--- config.mk ---
export PLATFORM = sky130hd
export DESIGN_NAME = lstm_seq_ctrl
export DESIGN_NICKNAME = d
export VERILOG_FILES = /design/src/rtl/lstm_seq_ctrl.sv
export SDC_FILE = /design/constraint.sdc
export NUM_CORES = 1
export LEC_CHECK = 0
export BUFFER_PORTS_ARGS = -buffer_cell sky130_fd_sc_hd__buf_2
export CORE_ASPECT_RATIO = 0.9
export CORE_MARGIN = 4
export CORE_UTILIZATION = 35
export DETAILED_ROUTE_END_ITERATION = 10
export GPL_TIMING_DRIVEN = 0
export MAX_ROUTING_LAYER = met4
export PLACE_DENSITY = 0.52
export SYNTH_ARGS = -nofsm -noshare
export SYNTH_HDL_FRONTEND = slang
export SYNTH_SLANG_ARGS = --single-unit
--- constraint.sdc ---
create_clock -name clk -period 9.4 [get_ports clk]
set_input_delay 1.88 -clock clk [delete_from_list [all_inputs] [get_ports clk]]
set_output_delay 1.88 -clock clk [all_outputs]
set_load 0.01 [all_outputs]
--- src/rtl/lstm_seq_ctrl.sv ---
// Two-layer LSTM sequencer: walks timesteps, cells and the MAC index k,
// issuing registered accumulate/write/clear strobes and memory addresses.
module lstm_seq_ctrl #(
    parameter int ADDR_W      = 12,
    parameter int TIMESTEP    = 7,
    parameter int LAYR1_INPUT = 53,
    parameter int LAYR1_CELL  = 53,
    parameter int LAYR2_CELL  = 8
) (
    input  logic              clk,
    input  logic              rst,
    input  logic              start,
    input  logic              en,
    output logic              busy,
    output logic              done,
    output logic [ADDR_W-1:0] t_idx,
    output logic [ADDR_W-1:0] cell_idx,
    output logic              acc_x_1,
    output logic              acc_h_1,
    output logic              wr_h1,
    output logic              wr_c1,
    output logic              clr_1,
    output logic [ADDR_W-1:0] addr_x1,
    output logic [ADDR_W-1:0] rd_addr_w_1,
    output logic [ADDR_W-1:0] rd_addr_u_1,
    output logic [ADDR_W-1:0] rd_addr_b_1,
    output logic [ADDR_W-1:0] rd_addr_h1,
    output logic [ADDR_W-1:0] rd_addr_c1,
    output logic [ADDR_W-1:0] wr_addr_h1,
    output logic [ADDR_W-1:0] wr_addr_c1,
    output logic              acc_x_2,
    output logic              acc_h_2,
    output logic              wr_h2,
    output logic              wr_c2,
    output logic              clr_2,
    output logic [ADDR_W-1:0] rd_addr_x2,
    output logic [ADDR_W-1:0] rd_addr_w_2,
    output logic [ADDR_W-1:0] rd_addr_u_2,
    output logic [ADDR_W-1:0] rd_addr_b_2,
    output logic [ADDR_W-1:0] rd_addr_h2,
    output logic [ADDR_W-1:0] rd_addr_c2,
    output logic [ADDR_W-1:0] wr_addr_h2,
    output logic [ADDR_W-1:0] wr_addr_c2
);

    localparam int N1 = (LAYR1_INPUT > LAYR1_CELL) ? LAYR1_INPUT : LAYR1_CELL;
    localparam int N2 = (LAYR1_CELL > LAYR2_CELL) ? LAYR1_CELL : LAYR2_CELL;

    localparam logic [ADDR_W-1:0] ZERO_A   = {ADDR_W{1'b0}};
    localparam logic [ADDR_W-1:0] ONE_A    = ADDR_W'(1);
    localparam logic [ADDR_W-1:0] L1I_A    = ADDR_W'(LAYR1_INPUT);
    localparam logic [ADDR_W-1:0] L1C_A    = ADDR_W'(LAYR1_CELL);
    localparam logic [ADDR_W-1:0] L2C_A    = ADDR_W'(LAYR2_CELL);
    localparam logic [ADDR_W-1:0] N1_LAST  = ADDR_W'(N1 - 1);
    localparam logic [ADDR_W-1:0] N2_LAST  = ADDR_W'(N2 - 1);
    localparam logic [ADDR_W-1:0] L1C_LAST = ADDR_W'(LAYR1_CELL - 1);
    localparam logic [ADDR_W-1:0] L2C_LAST = ADDR_W'(LAYR2_CELL - 1);
    localparam logic [ADDR_W-1:0] T_LAST   = ADDR_W'(TIMESTEP - 1);

    typedef enum logic [3:0] {
        IDLE     = 4'd0,
        L1_ACC   = 4'd1,
        L1_DRAIN = 4'd2,
        L1_WR    = 4'd3,
        L1_CLR   = 4'd4,
        L2_ACC   = 4'd5,
        L2_DRAIN = 4'd6,
        L2_WR    = 4'd7,
        L2_CLR   = 4'd8,
        DONE     = 4'd9
    } state_t;

    state_t            state_r, state_s;
    logic [ADDR_W-1:0] k_r, k_s, j_r, j_s, t_r, t_s;

    // Next-state and counter update; en=0 holds everything in place.
    always_comb begin
        state_s = state_r;
        k_s     = k_r;
        j_s     = j_r;
        t_s     = t_r;
        if (en) begin
            case (state_r)
                IDLE: begin
                    if (start) begin
                        state_s = L1_ACC;
                        k_s     = ZERO_A;
                        j_s     = ZERO_A;
                        t_s     = ZERO_A;
                    end else begin
                        state_s = IDLE;
                    end
                end
                L1_ACC: begin
                    if (k_r == N1_LAST) begin
                        state_s = L1_DRAIN;
                        k_s     = ZERO_A;
                    end else begin
                        k_s = k_r + ONE_A;
                    end
                end
                L1_DRAIN: state_s = L1_WR;
                L1_WR:    state_s = L1_CLR;
                L1_CLR: begin
                    if (j_r == L1C_LAST) begin
                        state_s = L2_ACC;
                        j_s     = ZERO_A;
                    end else begin
                        state_s = L1_ACC;
                        j_s     = j_r + ONE_A;
                    end
                end
                L2_ACC: begin
                    if (k_r == N2_LAST) begin
                        state_s = L2_DRAIN;
                        k_s     = ZERO_A;
                    end else begin
                        k_s = k_r + ONE_A;
                    end
                end
                L2_DRAIN: state_s = L2_WR;
                L2_WR:    state_s = L2_CLR;
                L2_CLR: begin
                    if (j_r == L2C_LAST) begin
                        j_s = ZERO_A;
                        if (t_r == T_LAST) begin
                            state_s = DONE;
                            t_s     = ZERO_A;
                        end else begin
                            state_s = L1_ACC;
                            t_s     = t_r + ONE_A;
                        end
                    end else begin
                        state_s = L2_ACC;
                        j_s     = j_r + ONE_A;
                    end
                end
                DONE: state_s = IDLE;
                default: begin
                    state_s = IDLE;
                    k_s     = ZERO_A;
                    j_s     = ZERO_A;
                    t_s     = ZERO_A;
                end
            endcase
        end else begin
            state_s = state_r;
        end
    end

    // Outputs are decoded from the next state so the registered outputs line
    // up with the state they describe; strobes are squashed while stalled.
    logic first_t_s, l1_acc_s, l2_acc_s, in_l1_s, in_l2_s;
    assign first_t_s = (t_s == ZERO_A);
    assign l1_acc_s  = (state_s == L1_ACC);
    assign l2_acc_s  = (state_s == L2_ACC);
    assign in_l1_s   = (state_s == L1_ACC) || (state_s == L1_DRAIN) ||
                       (state_s == L1_WR)  || (state_s == L1_CLR);
    assign in_l2_s   = (state_s == L2_ACC) || (state_s == L2_DRAIN) ||
                       (state_s == L2_WR)  || (state_s == L2_CLR);

    logic acc_x_1_s, acc_h_1_s, wr_1_s, clr_1_s;
    logic acc_x_2_s, acc_h_2_s, wr_2_s, clr_2_s;
    logic [ADDR_W-1:0] addr_x1_s, w1_s, u1_s, b1_s, h1_s, c1_s, wa1_s;
    logic [ADDR_W-1:0] addr_x2_s, w2_s, u2_s, b2_s, h2_s, c2_s, wa2_s;

    assign acc_x_1_s = en && l1_acc_s && (k_s < L1I_A);
    assign acc_h_1_s = en && l1_acc_s && (k_s < L1C_A) && !first_t_s;
    assign wr_1_s    = en && (state_s == L1_WR);
    assign clr_1_s   = en && (state_s == L1_CLR);
    assign addr_x1_s = l1_acc_s ? (t_s * L1I_A + k_s) : ZERO_A;
    assign w1_s      = l1_acc_s ? (j_s * L1I_A + k_s) : ZERO_A;
    assign u1_s      = l1_acc_s ? (j_s * L1C_A + k_s) : ZERO_A;
    assign h1_s      = (l1_acc_s && !first_t_s) ? ((t_s - ONE_A) * L1C_A + k_s) : ZERO_A;
    assign b1_s      = in_l1_s ? j_s : ZERO_A;
    assign c1_s      = (in_l1_s && !first_t_s) ? ((t_s - ONE_A) * L1C_A + j_s) : ZERO_A;
    assign wa1_s     = in_l1_s ? (t_s * L1C_A + j_s) : ZERO_A;

    assign acc_x_2_s = en && l2_acc_s && (k_s < L1C_A);
    assign acc_h_2_s = en && l2_acc_s && (k_s < L2C_A) && !first_t_s;
    assign wr_2_s    = en && (state_s == L2_WR);
    assign clr_2_s   = en && (state_s == L2_CLR);
    assign addr_x2_s = l2_acc_s ? (t_s * L1C_A + k_s) : ZERO_A;
    assign w2_s      = l2_acc_s ? (j_s * L1C_A + k_s) : ZERO_A;
    assign u2_s      = l2_acc_s ? (j_s * L2C_A + k_s) : ZERO_A;
    assign h2_s      = (l2_acc_s && !first_t_s) ? ((t_s - ONE_A) * L2C_A + k_s) : ZERO_A;
    assign b2_s      = in_l2_s ? j_s : ZERO_A;
    assign c2_s      = (in_l2_s && !first_t_s) ? ((t_s - ONE_A) * L2C_A + j_s) : ZERO_A;
    assign wa2_s     = in_l2_s ? (t_s * L2C_A + j_s) : ZERO_A;

    // State, counters and every output register; reset clears all of them.
    always_ff @(posedge clk or posedge rst) begin
        if (rst) begin
            state_r     <= IDLE;
            k_r         <= ZERO_A;
            j_r         <= ZERO_A;
            t_r         <= ZERO_A;
            busy        <= 1'b0;
            done        <= 1'b0;
            t_idx       <= ZERO_A;
            cell_idx    <= ZERO_A;
            acc_x_1     <= 1'b0;
            acc_h_1     <= 1'b0;
            wr_h1       <= 1'b0;
            wr_c1       <= 1'b0;
            clr_1       <= 1'b0;
            addr_x1     <= ZERO_A;
            rd_addr_w_1 <= ZERO_A;
            rd_addr_u_1 <= ZERO_A;
            rd_addr_b_1 <= ZERO_A;
            rd_addr_h1  <= ZERO_A;
            rd_addr_c1  <= ZERO_A;
            wr_addr_h1  <= ZERO_A;
            wr_addr_c1  <= ZERO_A;
            acc_x_2     <= 1'b0;
            acc_h_2     <= 1'b0;
            wr_h2       <= 1'b0;
            wr_c2       <= 1'b0;
            clr_2       <= 1'b0;
            rd_addr_x2  <= ZERO_A;
            rd_addr_w_2 <= ZERO_A;
            rd_addr_u_2 <= ZERO_A;
            rd_addr_b_2 <= ZERO_A;
            rd_addr_h2  <= ZERO_A;
            rd_addr_c2  <= ZERO_A;
            wr_addr_h2  <= ZERO_A;
            wr_addr_c2  <= ZERO_A;
        end else begin
            state_r     <= state_s;
            k_r         <= k_s;
            j_r         <= j_s;
            t_r         <= t_s;
            busy        <= (state_s != IDLE);
            done        <= (state_s == DONE);
            t_idx       <= t_s;
            cell_idx    <= j_s;
            acc_x_1     <= acc_x_1_s;
            acc_h_1     <= acc_h_1_s;
            wr_h1       <= wr_1_s;
            wr_c1       <= wr_1_s;
            clr_1       <= clr_1_s;
            addr_x1     <= addr_x1_s;
            rd_addr_w_1 <= w1_s;
            rd_addr_u_1 <= u1_s;
            rd_addr_b_1 <= b1_s;
            rd_addr_h1  <= h1_s;
            rd_addr_c1  <= c1_s;
            wr_addr_h1  <= wa1_s;
            wr_addr_c1  <= wa1_s;
            acc_x_2     <= acc_x_2_s;
            acc_h_2     <= acc_h_2_s;
            wr_h2       <= wr_2_s;
            wr_c2       <= wr_2_s;
            clr_2       <= clr_2_s;
            rd_addr_x2  <= addr_x2_s;
            rd_addr_w_2 <= w2_s;
            rd_addr_u_2 <= u2_s;
            rd_addr_b_2 <= b2_s;
            rd_addr_h2  <= h2_s;
            rd_addr_c2  <= c2_s;
            wr_addr_h2  <= wa2_s;
            wr_addr_c2  <= wa2_s;
        end
    end

endmodule

# Word-level counts from Yosys, hierarchy flattened
# Index checks and enable logic that the tools add are counted.
# W data, S select, Z words.
totals:
  register_bits: 206
  in_bits: 4
  wordCells: 131
op_classes:
  mul: 3
  magnitude_cmp: 2
  addsub: 13
  eq_ne: 22
  mux: 35
  n_reduce_logical: 29
ops:
  columns: ["op", "n"]
  rows:
  - ["$mux W12", 24]
  - ["$add A12 B12 Y12", 9]
  - ["$pmux W12 S3", 2]
  - ["$pmux W12 S4", 1]
  - ["$add A12 B1 Y12 const B", 3]
  - ["$mul A12 B6 Y12 const B", 3]
  - ["$pmux W4 S9", 1]
  - ["$eq A4 B3 Y1 const B", 8]
  - ["$eq A12 B3 Y1 const B", 2]
  - ["$eq A12 B6 Y1 const B", 2]
  - ["$mux W4", 5]
  - ["$eq A4 B2 Y1 const B", 4]
  - ["$eq A4 B4 Y1 const B", 4]
  - ["$logic_and A1 B1 Y1", 15]
  - ["$reduce_or A7 Y1", 2]
  - ["$logic_not A12 Y1", 1]
  - ["$lt A12 B4 Y1 const B", 1]
  - ["$lt A12 B6 Y1 const B", 1]
  - ["$sub A12 B1 Y12 const B", 1]
  - ["$eq A4 B1 Y1 const B", 2]
  - ["$reduce_or A8 Y1", 1]
  - ["$logic_or A1 B1 Y1", 6]
  - ["$logic_not A4 Y1", 1]
  - ["$reduce_bool A4 Y1", 1]
  - ["other kinds (4)", 4]

# Longest topological paths before layout
# Gate-level depths: netlist (run 1).
logic_depth:
  depth_word: 11
  mapped_depth: 32
  depth_no_buf: 31

# Worst setup path after synthesis (run 1)
# OpenSTA, ideal clock, no wires.
synth_timing:
  path_kind: "input to register"
  startpoint: "input port en"
  endpoint: "register rd_addr_h1[11]"
  setup_time_ps: 72
  required_time_ps: 9328
  stages: 30
  arrival_ps: 8569
  path_slack_ps: 759
  path_buffers: 2
  path_cell_list: "clkbuf_1 -> inv_1 -> clkbuf_1 -> a21oi_1 -> o21ai_0 -> nand2_1 -> nand2_1 -> o21ai_0 -> inv_1 -> ha_1 -> o31ai_4 -> a21boi_2 -> xor2_2 -> ha_1 -> inv_1 -> fa_1 -> fa_1 -> inv_1 -> ha_1 -> a21o_1 -> a21oi_1 -> xnor2_1 -> ha_1 -> and3_1 -> a211o_1 -> a21o_1 -> a21oi_1 -> xnor2_1 -> xnor3_1 -> nor2_1"
synth_via:
  elab_chain_cells: 5
synth_rtl:
  columns: ["item", "line", "rtl"]
  rows:
  - ["start, declared", "13", "input logic en,"]
  - ["$mux W12 *", "82", "if (en) begin"]
  - ["net t_s[1]", "74", "logic [ADDR_W-1:0] k_r, k_s, j_r, j_s, t_r, t_s;"]
  - ["$sub A12 B1 Y12 or $logic_not A12 Y1 (tied branches)", null, null]
  - ["$mul A12 B6 Y12 or $logic_not A1 Y1 (tied branches)", "174", "assign h1_s = (l1_acc_s && !first_t_s) ? ((t_s - ONE_A) * L1C_A + k_s) : ZERO_A;"]
  - ["$add A12 B12 Y12 or $logic_and A1 B1 Y1 (tied branches)", "174", null]
  - ["$mux W12 *", "174", null]
  - ["net h1_s[11]", "164", "logic [ADDR_W-1:0] addr_x1_s, w1_s, u1_s, b1_s, h1_s, c1_s, wa1_s;"]
  - ["end signal, assigned", "246", "rd_addr_h1 <= h1_s;"]
  - ["end, declared", "27", "output logic [ADDR_W-1:0] rd_addr_h1,"]
# Mark *: on every way through the listed nets, which the timed path passes. The rest lies on a longest branch.

# Final worst setup path (run 1)
# Ends and elaborated chain as after synthesis.

==> impl_metrics.json, run 1 <==
{
  "run_status": "finished clean",
  "drc": 0,
  "pwr_density_cell_nw_per_um2": 251.8,
  "r2r-end": "rd_addr_h1[11]",
  "grt_usage_pct": 20.33,
  "min_period_ps": 8910,
  "portBuffers": 230,
  "yosysUniqueCellTypes": 94,
  "multi_input_area_sq_um": 8202,
  "hold_class": "reg2reg",
  "drtPass1Iterations": 7,
  "ys_ff_latch": 203,
  "root_buffer": "clkbuf_16",
  "cts_hold_buf": 0,
  "final_nets": 1947,
  "async_reset_ff_share_pct": 100.0,
  "routedWlPerCell_microns": 19.58,
  "hpwl_mm": 33.61,
  "path_class": "in2reg",
  "fin_total_pwr_mw": 4.306,
  "cts_buffers": 23,
  "dr.first_iter.drc_count": 917,
  "internal_power_mw": 2.542,
  "finalHoldViolCount": 0,
  "cp.required_ps": 9860,
  "cts_tree": "yes",
  "area_growth_pct": 19.21,
  "crit_path_top_delay_cell": "a221oi_2",
  "die_x_microns": 221.4,
  "synth_edf_count": 0,
  "grt_pass1_vias": 11150,
  "syn_inst": 1454,
  "worstMarginPinSlew_ps": 1455,
  "synth.avg_cell_area_sq_um": 9.866,
  "leakage_nw": 9.403,
  "synth_xor_area_share_pct": 7.161,
  "start_util_pct": 35.37,
  "drv_cap": 0,
  "die_h_microns": 200.1,
  "io_pins": 232,
  "synth.area.top_cells": "dfrtp_1 35%, ha_1 15%, fa_1 7.1%",
  "end_kind": "flop",
  "clock_latency_ps": 550,
  "power_frac_seq_pct": 23.5,
  "die_area_sq_um": 44290,
  "fmax_ghz": 0.1122,
  "max_stage_delay_ps": 960,
  "setup_ws_ps": 490.1,
  "slew_viol_final": 0,
  "synth.mux.area_fraction_pct": 0.2878,
  "clk_pin_slew_ps": 60,
  "layout_commonest_cell": "buf_2",
  "final_cell_mix": "238 x buf_2, 203 x dfrtp_1, 179 x nor2_1",
  "grt_max_degree": 115,
  "critPathMaxFanout": 10,
  "regArea_sq_um": 5080,
  "switching_share_pct": 40.98,
  "htreeDepth": 1,
  "synth_top_family_by_area": "adder cells",
  "combPwrFrac_pct": 54.7,
  "rrSetupSlack_ps": 1100,
  "grt_overflow_total": 0,
  "hold_start": "t_r[11]",
  "post-route-period-util_pct": 94.79,
  "rr_startpoint": "j_r[1]",
  "netlist_area_sq_um": 14350,
  "clk_path_buf_depth": 3,
  "yosys_warnings": 0,
  "antenna_found_initial": 1,
  "synth_compound_area_share_pct": 13.01,
  "avgViaCountPerCell": 4.934,
  "rsz0062_at_grt": "false",
  "pre_cts_slack_ps": -1176,
  "synth_area_leader_cell": "dfrtp_1",
  "finClkSkew_ps": 17.20,
  "hold_end": "t_r[11]",
  "synth_ff_type": "dfrtp_1",
  "synth-simple-area-share_pct": 13.69,
  "routed_wl_mm": 44.51,
  "relSlewSlack_pct": 3.017,
  "syn-num-nets": 1685,
  "worstPathArrival_ps": 9370,
  "place.gp.congestion": 0.8992,
  "drive_above_1_share_pct": 22.06,
  "cts.sink_count": 203,
  "vias": 11220,
  "synth-seq-area-share_pct": 35.41,
  "ant_nets": 0,
  "holdPathStages": 1,
  "worst-r2r-cell-count": 29,
  "setup_violations": 0,
  "synth_fa_ha_area_share_pct": 22.62,
  "cp-start-kind": "input port",
  "netlist.area_leader.share_pct": 35.41,
  "switchingPower_mw": 1.764,
  "irDropWorstVdd_uv": 218.2,
  "fillers": 3950,
  "pwr-share-clk_pct": 21.9,
  "num_rows": 70,
  "core-area_sq_um": 40550,
  "grt_pass1_wl_mm": 67.46
}
## worst max-delay path, delay by kind of cell
family | cells | cell delay, ps
compound gates | 8 | 2680
fa+ha+maj | 6 | 2280
buf+inv | 5 | 1000
xor+xnor | 4 | 960
simple gates | 3 | 540
## synthesized netlist by cell type (all sizes together) (4+ instances only)
library cell,n
dfrtp,203
nor2,181
inv,177
ha,176
a21oi,83
xnor2,75
buf,54
fa,51
o21ai,50
nand2,45
nor3,34
a21o,33
xor2,26
nand2b,21
nand3,21
o21bai,20
clkbuf,17
nor2b,15
nor4,13
and3,12
nor3b,10
a31oi,9
o31ai,9
a21boi,8
and2,8
or2,8
o21a,7
o22ai,7
a22oi,6
nand4,6
o211ai,5
xnor3,5
o311ai,4
or3,4
## what timing repair did
action | in CTS | in global routing
gates cloned | 0 | 0
gates resized for setup | 3 | 9
setup endpoints to repair | 6 | 2
setup buffers | 0 | 3
## worst max path at each step
stage / startpoint / to / slack, ps / depth (start not counted)
after floorplan: en / rd_addr_h1[11] / 760 / 30
after global placement: en / rd_addr_h1[11] / -1870 / 30
after detailed placement: en / rd_addr_h1[11] / -1180 / 31
after CTS: en / rd_addr_h1[11] / 7 / 31
after global routing: en / rd_addr_h1[11] / 40 / 26
final: en / rd_addr_h1[11] / 490 / 26
## power groups by stage
stage / clock network [mW] / registers, mW / logic [mW]
5_1_grt: 1.00 / 1.02 / 2.64
3_3_place_gp: 0 / 1.03 / 2.34
3_5_place_dp: 0 / 1.03 / 2.37
2_1_floorplan: 0 / 1.05 / 1.72
4_1_cts: 0.970 / 1.01 / 2.39
6_report: 0.941 / 1.01 / 2.35
## routing by layer
layer	up-vias	track usage [%]	part of all wire, %
met5	-	-	0
li1	5371	-	-
met4	0	3.397	1.7
met2	333	31.76	45
met3	46	3.729	6.3
met1	5465	28.38	47
## logic make-up after synthesis
logic type                 Yosys count
buffers and inverters              248
xor gates and xnor gates           106
AOI/OAI and AO/OA                  271
DFF                                203
muxes                                4
and+or+nand+nor                    393
adders and majority gates          229
## final cells by class
type / count / area share (%)
multi-input cells: 1003 / 47.96
flip-flops and latches: 203 / 29.70
repair buffers: 237 / 7.155
well taps: 540 / 3.951
inverters: 177 / 3.929
clock buffers: 32 / 3.739
plain buffers: 71 / 2.692
clock inverters: 9 / 0.8560
diodes: 1 / 0.01463
## metrics by stage
step	cells	hold slack, ps	setup TNS [ps]	cell area (sq um)	util (%)
after global placement	2224	643.2	-80950	16170	39.88
after floorplan	1454	572.0	0	14350	-
after global routing	2272	682.5	0	17100	42.17
after CTS	2269	654.5	0	17050	42.04
after detailed placement	2228	640.1	-5444	16240	40.05
final	2273	637.8	0	17100	42.17
No activity file was read; power rests on OpenSTA's default activity.
==> run 2, diff against run 1 <==
--- a/config.mk
+++ b/config.mk
@@ -6,13 +6,15 @@
 export NUM_CORES = 1
 export LEC_CHECK = 0
 export BUFFER_PORTS_ARGS = -buffer_cell sky130_fd_sc_hd__buf_2
+export CELL_PAD_IN_SITES_DETAIL_PLACEMENT = 1
+export CELL_PAD_IN_SITES_GLOBAL_PLACEMENT = 1
 export CORE_ASPECT_RATIO = 0.9
 export CORE_MARGIN = 4
 export CORE_UTILIZATION = 35
 export DETAILED_ROUTE_END_ITERATION = 10
 export GPL_TIMING_DRIVEN = 0
 export MAX_ROUTING_LAYER = met4
-export PLACE_DENSITY = 0.52
+export PLACE_DENSITY = 0.64
 export SYNTH_ARGS = -nofsm -noshare
 export SYNTH_HDL_FRONTEND = slang
 export SYNTH_SLANG_ARGS = --single-unit
==> run 2 against run 1 <==
  * Combinational power is essentially flat
  * Critical path type unchanged
  * Non-clock buffer count grew 1
  * Routed wire length grew 7.1%
  * Sequential power is essentially flat
  * Final area shrank 0.47%
  * Maximum frequency shrank 3.0%
  * Clock-buffer cell count shrank 5
  * Via count grew 2.1%
  * Worst hold slack gained 28 ps
==> impl_metrics.json, run 2 (synthesized netlist as in run 1, its figures left out) <==
{
  "rr_startpoint": "j_r[0]",
  "cts.sink_count": 203,
  "root_buffer": "clkbuf_16",
  "dr.first_iter.drc_count": 670,
  "grt_usage_pct": 21.91,
  "final_cell_mix": "238 x buf_2, 203 x dfrtp_1, 179 x nor2_1",
  "clk_pin_slew_ps": 60,
  "slew_viol_final": 0,
  "grt_pass1_wl_mm": 73.16,
  "die_h_microns": 200.1,
  "htreeDepth": 1,
  "clock_latency_ps": 560,
  "run_status": "finished clean",
  "portBuffers": 230,
  "antenna_found_initial": 2,
  "switching_share_pct": 42.08,
  "worst-r2r-cell-count": 28,
  "grt_pass1_vias": 12050,
  "ant_nets": 0,
  "layout.cells.non_filler": 2275,
  "dp.cells": 2229,
  "switchingPower_mw": 1.789,
  "startpoint": "en",
  "drtPass1Iterations": 6,
  "routed_wl_mm": 47.66,
  "endpoint": "rd_addr_h1[11]",
  "grt_overflow_total": 0,
  "internal_power_mw": 2.463,
  "drive_above_1_share_pct": 22.09,
  "path_class": "in2reg",
  "start_util_pct": 35.37,
  "finClkSkew_ps": 21.64,
  "relSlewSlack_pct": 5.664,
  "min_period_ps": 9189,
  "cts_buffers": 23,
  "cp-start-kind": "input port",
  "leakage_nw": 9.387,
  "cts_tree": "yes",
  "final_nets": 1948,
  "pwr-share-clk_pct": 20.6,
  "drv_cap": 0,
  "post-route-period-util_pct": 97.75,
  "rrSetupSlack_ps": 850,
  "fmax_ghz": 0.1088,
  "utilization_pct": 41.97,
  "worstPathArrival_ps": 9660,
  "fillers": 4710,
  "setup_violations": 0,
  "pwr_density_cell_nw_per_um2": 249.8,
  "drc": 0,
  "routedWlPerCell_microns": 20.95,
  "cts_hold_buf": 0,
  "power_frac_seq_pct": 23.8,
  "core-area_sq_um": 40550,
  "whs_ps": 665.9,
  "grt_max_degree": 112,
  "die_x_microns": 221.4,
  "area_growth_pct": 18.66,
  "combPwrFrac_pct": 55.6,
  "hold_class": "reg2reg",
  "r2r-end": "rd_addr_h1[11]",
  "cp.required_ps": 9870,
  "place.gp.congestion": 0.8838,
  "io_pins": 232,
  "irDropWorstVdd_uv": 163.2,
  "avgViaCountPerCell": 5.033,
  "die_area_sq_um": 44290,
  "finalHoldViolCount": 0,
  "critPathMaxFanout": 10,
  "layout_commonest_cell": "buf_2",
  "end_kind": "flop",
  "clk_path_buf_depth": 3,
  "worstMarginPinSlew_ps": 1415,
  "num_rows": 70,
  "vias": 11450,
  "hpwl_mm": 36.60
}
[run 2: cell types whose count changed in the layout (fill, tap and decap cells not counted), sizes merged]
cell / delta
bufinv: -2
clkinv: +10
buf: +1
clkinvlp: -2
clkbuf: -5
[run 2: final cells by class]
cell class / instances / area, sq um / area share [%]
repair buffers: 238 / 1239 / 7.277
diodes: 1 / 2.502 / 0.01470
clock buffers: 27 / 590.6 / 3.470
flip-flops and latches: 203 / 5080 / 29.84
plain buffers: 71 / 459.2 / 2.698
well taps: 540 / 675.6 / 3.969
multi-input cells: 1003 / 8178 / 48.04
clock inverters: 15 / 125.1 / 0.7351
inverters: 177 / 671.9 / 3.947
[run 2: through the flow]
stage	worst slack, ps	power, mW	area [sq um]	TNS [ps]
after floorplan	759.1	2.775	14350	0
after global placement	-1908	3.347	16170	-73850
after detailed placement	-1157	3.399	16250	-5456
after CTS	122.3	4.307	16990	0
after global routing	-12.65	4.617	17020	-12.65
final	211.2	4.252	17020	0
[run 2: how the worst min path moves through the flow]
stage | slack, ps | cells after the start | from | end
after CTS | 690 | 1 | t_r[11] | t_r[11]
after detailed placement | 680 | 1 | t_r[11] | t_r[11]
final | 670 | 1 | t_r[11] | t_r[11]
after global routing | 700 | 1 | t_r[11] | t_r[11]
after global placement | 670 | 1 | t_r[11] | t_r[11]
after floorplan | 570 | 1 | t_r[11] | t_r[11]
[run 2: repair_timing]
item / CTS / global route
resized for setup: 4 / 5
buffers inserted: 0 / 3
endpoints found under the setup margin: 5 / 2
gates cloned: 0 / 0
[run 2: layer usage]
layer | track usage (%) | up-vias | share of wire, %
li1 | - | 5385 | -
met1 | 28.72 | 5738 | 45
met2 | 35.76 | 265 | 46
met3 | 3.641 | 61 | 5.4
met4 | 5.801 | 0 | 2.9
met5 | - | - | 0
[run 2: critical path, cell delays in order]
cell	delay [ps]
clkbuf_1	390
inv_1	290
clkbuf_2	340
clkbuf_1	390
a22oi_1	970
ha_1	280
inv_1	70
o41ai_4	530
xor2_1	480
ha_1	330
fa_1	480
inv_1	50
fa_1	530
inv_1	40
ha_1	330
a21oi_1	240
xnor2_1	240
ha_1	350
and3_1	180
a211o_1	330
a21o_1	210
a21oi_1	180
xnor2_1	150
xnor3_1	240
nor2_1	120
[run 2: power by group through the flow]
stage               registers, mW  logic (mW)  clock network (mW)
floorplan                    1.05        1.72                   0
global placement             1.03        2.32                   0
detailed placement           1.03        2.37                   0
CTS                          1.01        2.39               0.899
global route                 1.02        2.66               0.936
finish                       1.01        2.37               0.874
==> run 3, diff against run 2 <==
==> config.mk (replaced) <==
export PLATFORM = sky130hd
export DESIGN_NAME = lstm_seq_ctrl
export DESIGN_NICKNAME = d
export VERILOG_FILES = /design/src/rtl/lstm_seq_ctrl.sv
export SDC_FILE = /design/constraint.sdc
export NUM_CORES = 1
export LEC_CHECK = 0
export BUFFER_PORTS_ARGS = -buffer_cell sky130_fd_sc_hd__buf_2
export CORE_ASPECT_RATIO = 0.8
export CORE_MARGIN = 4
export CORE_UTILIZATION = 35
export DETAILED_ROUTE_END_ITERATION = 10
export GPL_TIMING_DRIVEN = 0
export MAX_ROUTING_LAYER = met4
export PLACE_DENSITY = 0.52
export SYNTH_ARGS = -nofsm -noshare
export SYNTH_HDL_FRONTEND = slang
export SYNTH_SLANG_ARGS = --single-unit
==> run 3 against run 2 <==
  * Total power increased by 3.2%
  * Utilization is 0.38 points higher
  * Worst setup slack gained 270 ps
  * Die area about the same
  * Non-clock buffer count shrank 3
  * Largest cell class unchanged
  * Final area rose by 0.89%
  * Cell count barely moved
  * The run now ends with capacitance limit, slew limit left
  * Critical path depth increased by 5
==> impl_metrics.json, run 3 (synthesized netlist as in run 1, its figures left out) <==
{
  "violations": "capacitance limit, slew limit",
  "critPathMaxFanout": 10,
  "ant_nets": 0,
  "drtPass1Iterations": 5,
  "cp-start-kind": "input port",
  "drive_above_1_share_pct": 21.97,
  "finClkSkew_ps": 14.58,
  "drv_cap": 1,
  "area_growth_pct": 19.71,
  "max_stage_delay_ps": 580,
  "routed_wl_mm": 44.38,
  "io_pins": 232,
  "final_nets": 1946,
  "die_area_sq_um": 44310,
  "grt_pass1_vias": 11290,
  "slew_viol_final": 7,
  "die_h_microns": 189.1,
  "setup_violations": 0,
  "cts.sink_count": 203,
  "antenna_found_initial": 3,
  "fmax_ghz": 0.1121,
  "irDropWorstVdd_uv": 222.3,
  "finalHoldViolCount": 0,
  "n_antenna_cell": 0,
  "htreeDepth": 1,
  "drc": 0,
  "clock_latency_ps": 550,
  "pwr_density_cell_nw_per_um2": 255.5,
  "portBuffers": 230,
  "root_buffer": "clkbuf_16",
  "grt_overflow_total": 0,
  "num_rows": 66,
  "routedWlPerCell_microns": 19.52,
  "leakage_nw": 9.444,
  "worstMarginPinSlew_ps": 1501,
  "cp.depth": 30,
  "place_area_sq_um": 16250,
  "post-route-period-util_pct": 94.88,
  "run_status": "complete, but fails checks",
  "fillers": 3956,
  "worst-r2r-cell-count": 28,
  "relSlewSlack_pct": -0.05261,
  "crit_path_top_delay_cell": "fa_1",
  "vias": 11230,
  "hpwl_mm": 33.78,
  "grt_usage_pct": 20.41,
  "crit_buf_inv": 8,
  "dr.first_iter.drc_count": 766,
  "cpLargestDelayFamily": "adder cells",
  "fin_total_pwr_mw": 4.387,
  "worstPathArrival_ps": 9390,
  "path_class": "in2reg",
  "holdPathStages": 1,
  "end_kind": "flop",
  "avgViaCountPerCell": 4.938,
  "cts_tree": "yes",
  "hold_class": "reg2reg",
  "fin_area_sq_um": 17170,
  "start_util_pct": 35.38,
  "grt_max_degree": 108,
  "grt_pass1_wl_mm": 67.46,
  "layout_commonest_cell": "buf_2",
  "min_period_ps": 8919,
  "clk_path_buf_depth": 3,
  "clk_pin_slew_ps": 60,
  "die_x_microns": 234.3,
  "core-area_sq_um": 40550,
  "cp.required_ps": 9870,
  "final_cell_mix": "238 x buf_2, 203 x dfrtp_1, 179 x nor2_1",
  "cts_buffers": 24,
  "place.gp.congestion": 0.9015,
  "cts_hold_buf": 0
}
[run 3: stage by stage]
stage	hold slack [ps]	setup TNS (ps)	worst slack, ps	utilization (%)	std cells
2_1_floorplan	572.0	0	759.1	-	1454
3_3_place_gp	677.5	-80720	-1976	39.90	2228
3_5_place_dp	649.4	-4589	-1023	40.07	2232
4_1_cts	661.9	0	2.954	42.27	2273
5_1_grt	680.5	-20.22	-20.22	42.35	2274
6_report	649.9	0	480.9	42.35	2274
[run 3: path summary, 6_finish.rpt]
check	start	end	slack (ps)
hold / removal	t_r[11]	t_r[11]	650
min in group asynchronous	rst	addr_x1[2]	1440
setup / recovery	en	rd_addr_h1[11]	480
max in group asynchronous	rst	wr_addr_c2[11]	7010
hold reg to reg	t_r[11]	t_r[11]	650
setup reg to reg	j_r[1]	rd_addr_h1[11]	1110
[run 3: per-layer routing]
layer	share of wire [%]	GRT usage (%)	up-vias
li1	-	-	5373
met3	6.7	3.911	62
met2	44	30.97	323
met1	47	28.68	5470
met4	2.1	4.223	0
met5	0	-	-
[run 3: final cells by class]
type	instances	area, sq um	area share [%]
multi-input cells	1003	8185	47.66
flip-flops and latches	203	5080	29.58
repair buffers	235	1216	7.082
well taps	544	680.7	3.964
inverters	177	671.9	3.913
clock buffers	29	629.4	3.665
plain buffers	71	459.2	2.674
clock inverters	12	250.2	1.457
[run 3: where the power goes]
part	internal, mW	total, mW	leakage (nW)	switching, mW
clock	0.667	1.04	0.429	0.374
combinational	1.02	2.34	6.21	1.32
sequential	0.955	1.01	2.81	0.0560
total	2.64	4.39	9.44	1.75
[run 3: repair_timing]
item / CTS / global route
resized for setup: 2 / 8
pin swaps: 0 / 0
setup endpoints to repair: 3 / 3
setup buffers: 0 / 1
gates cloned: 0 / 0
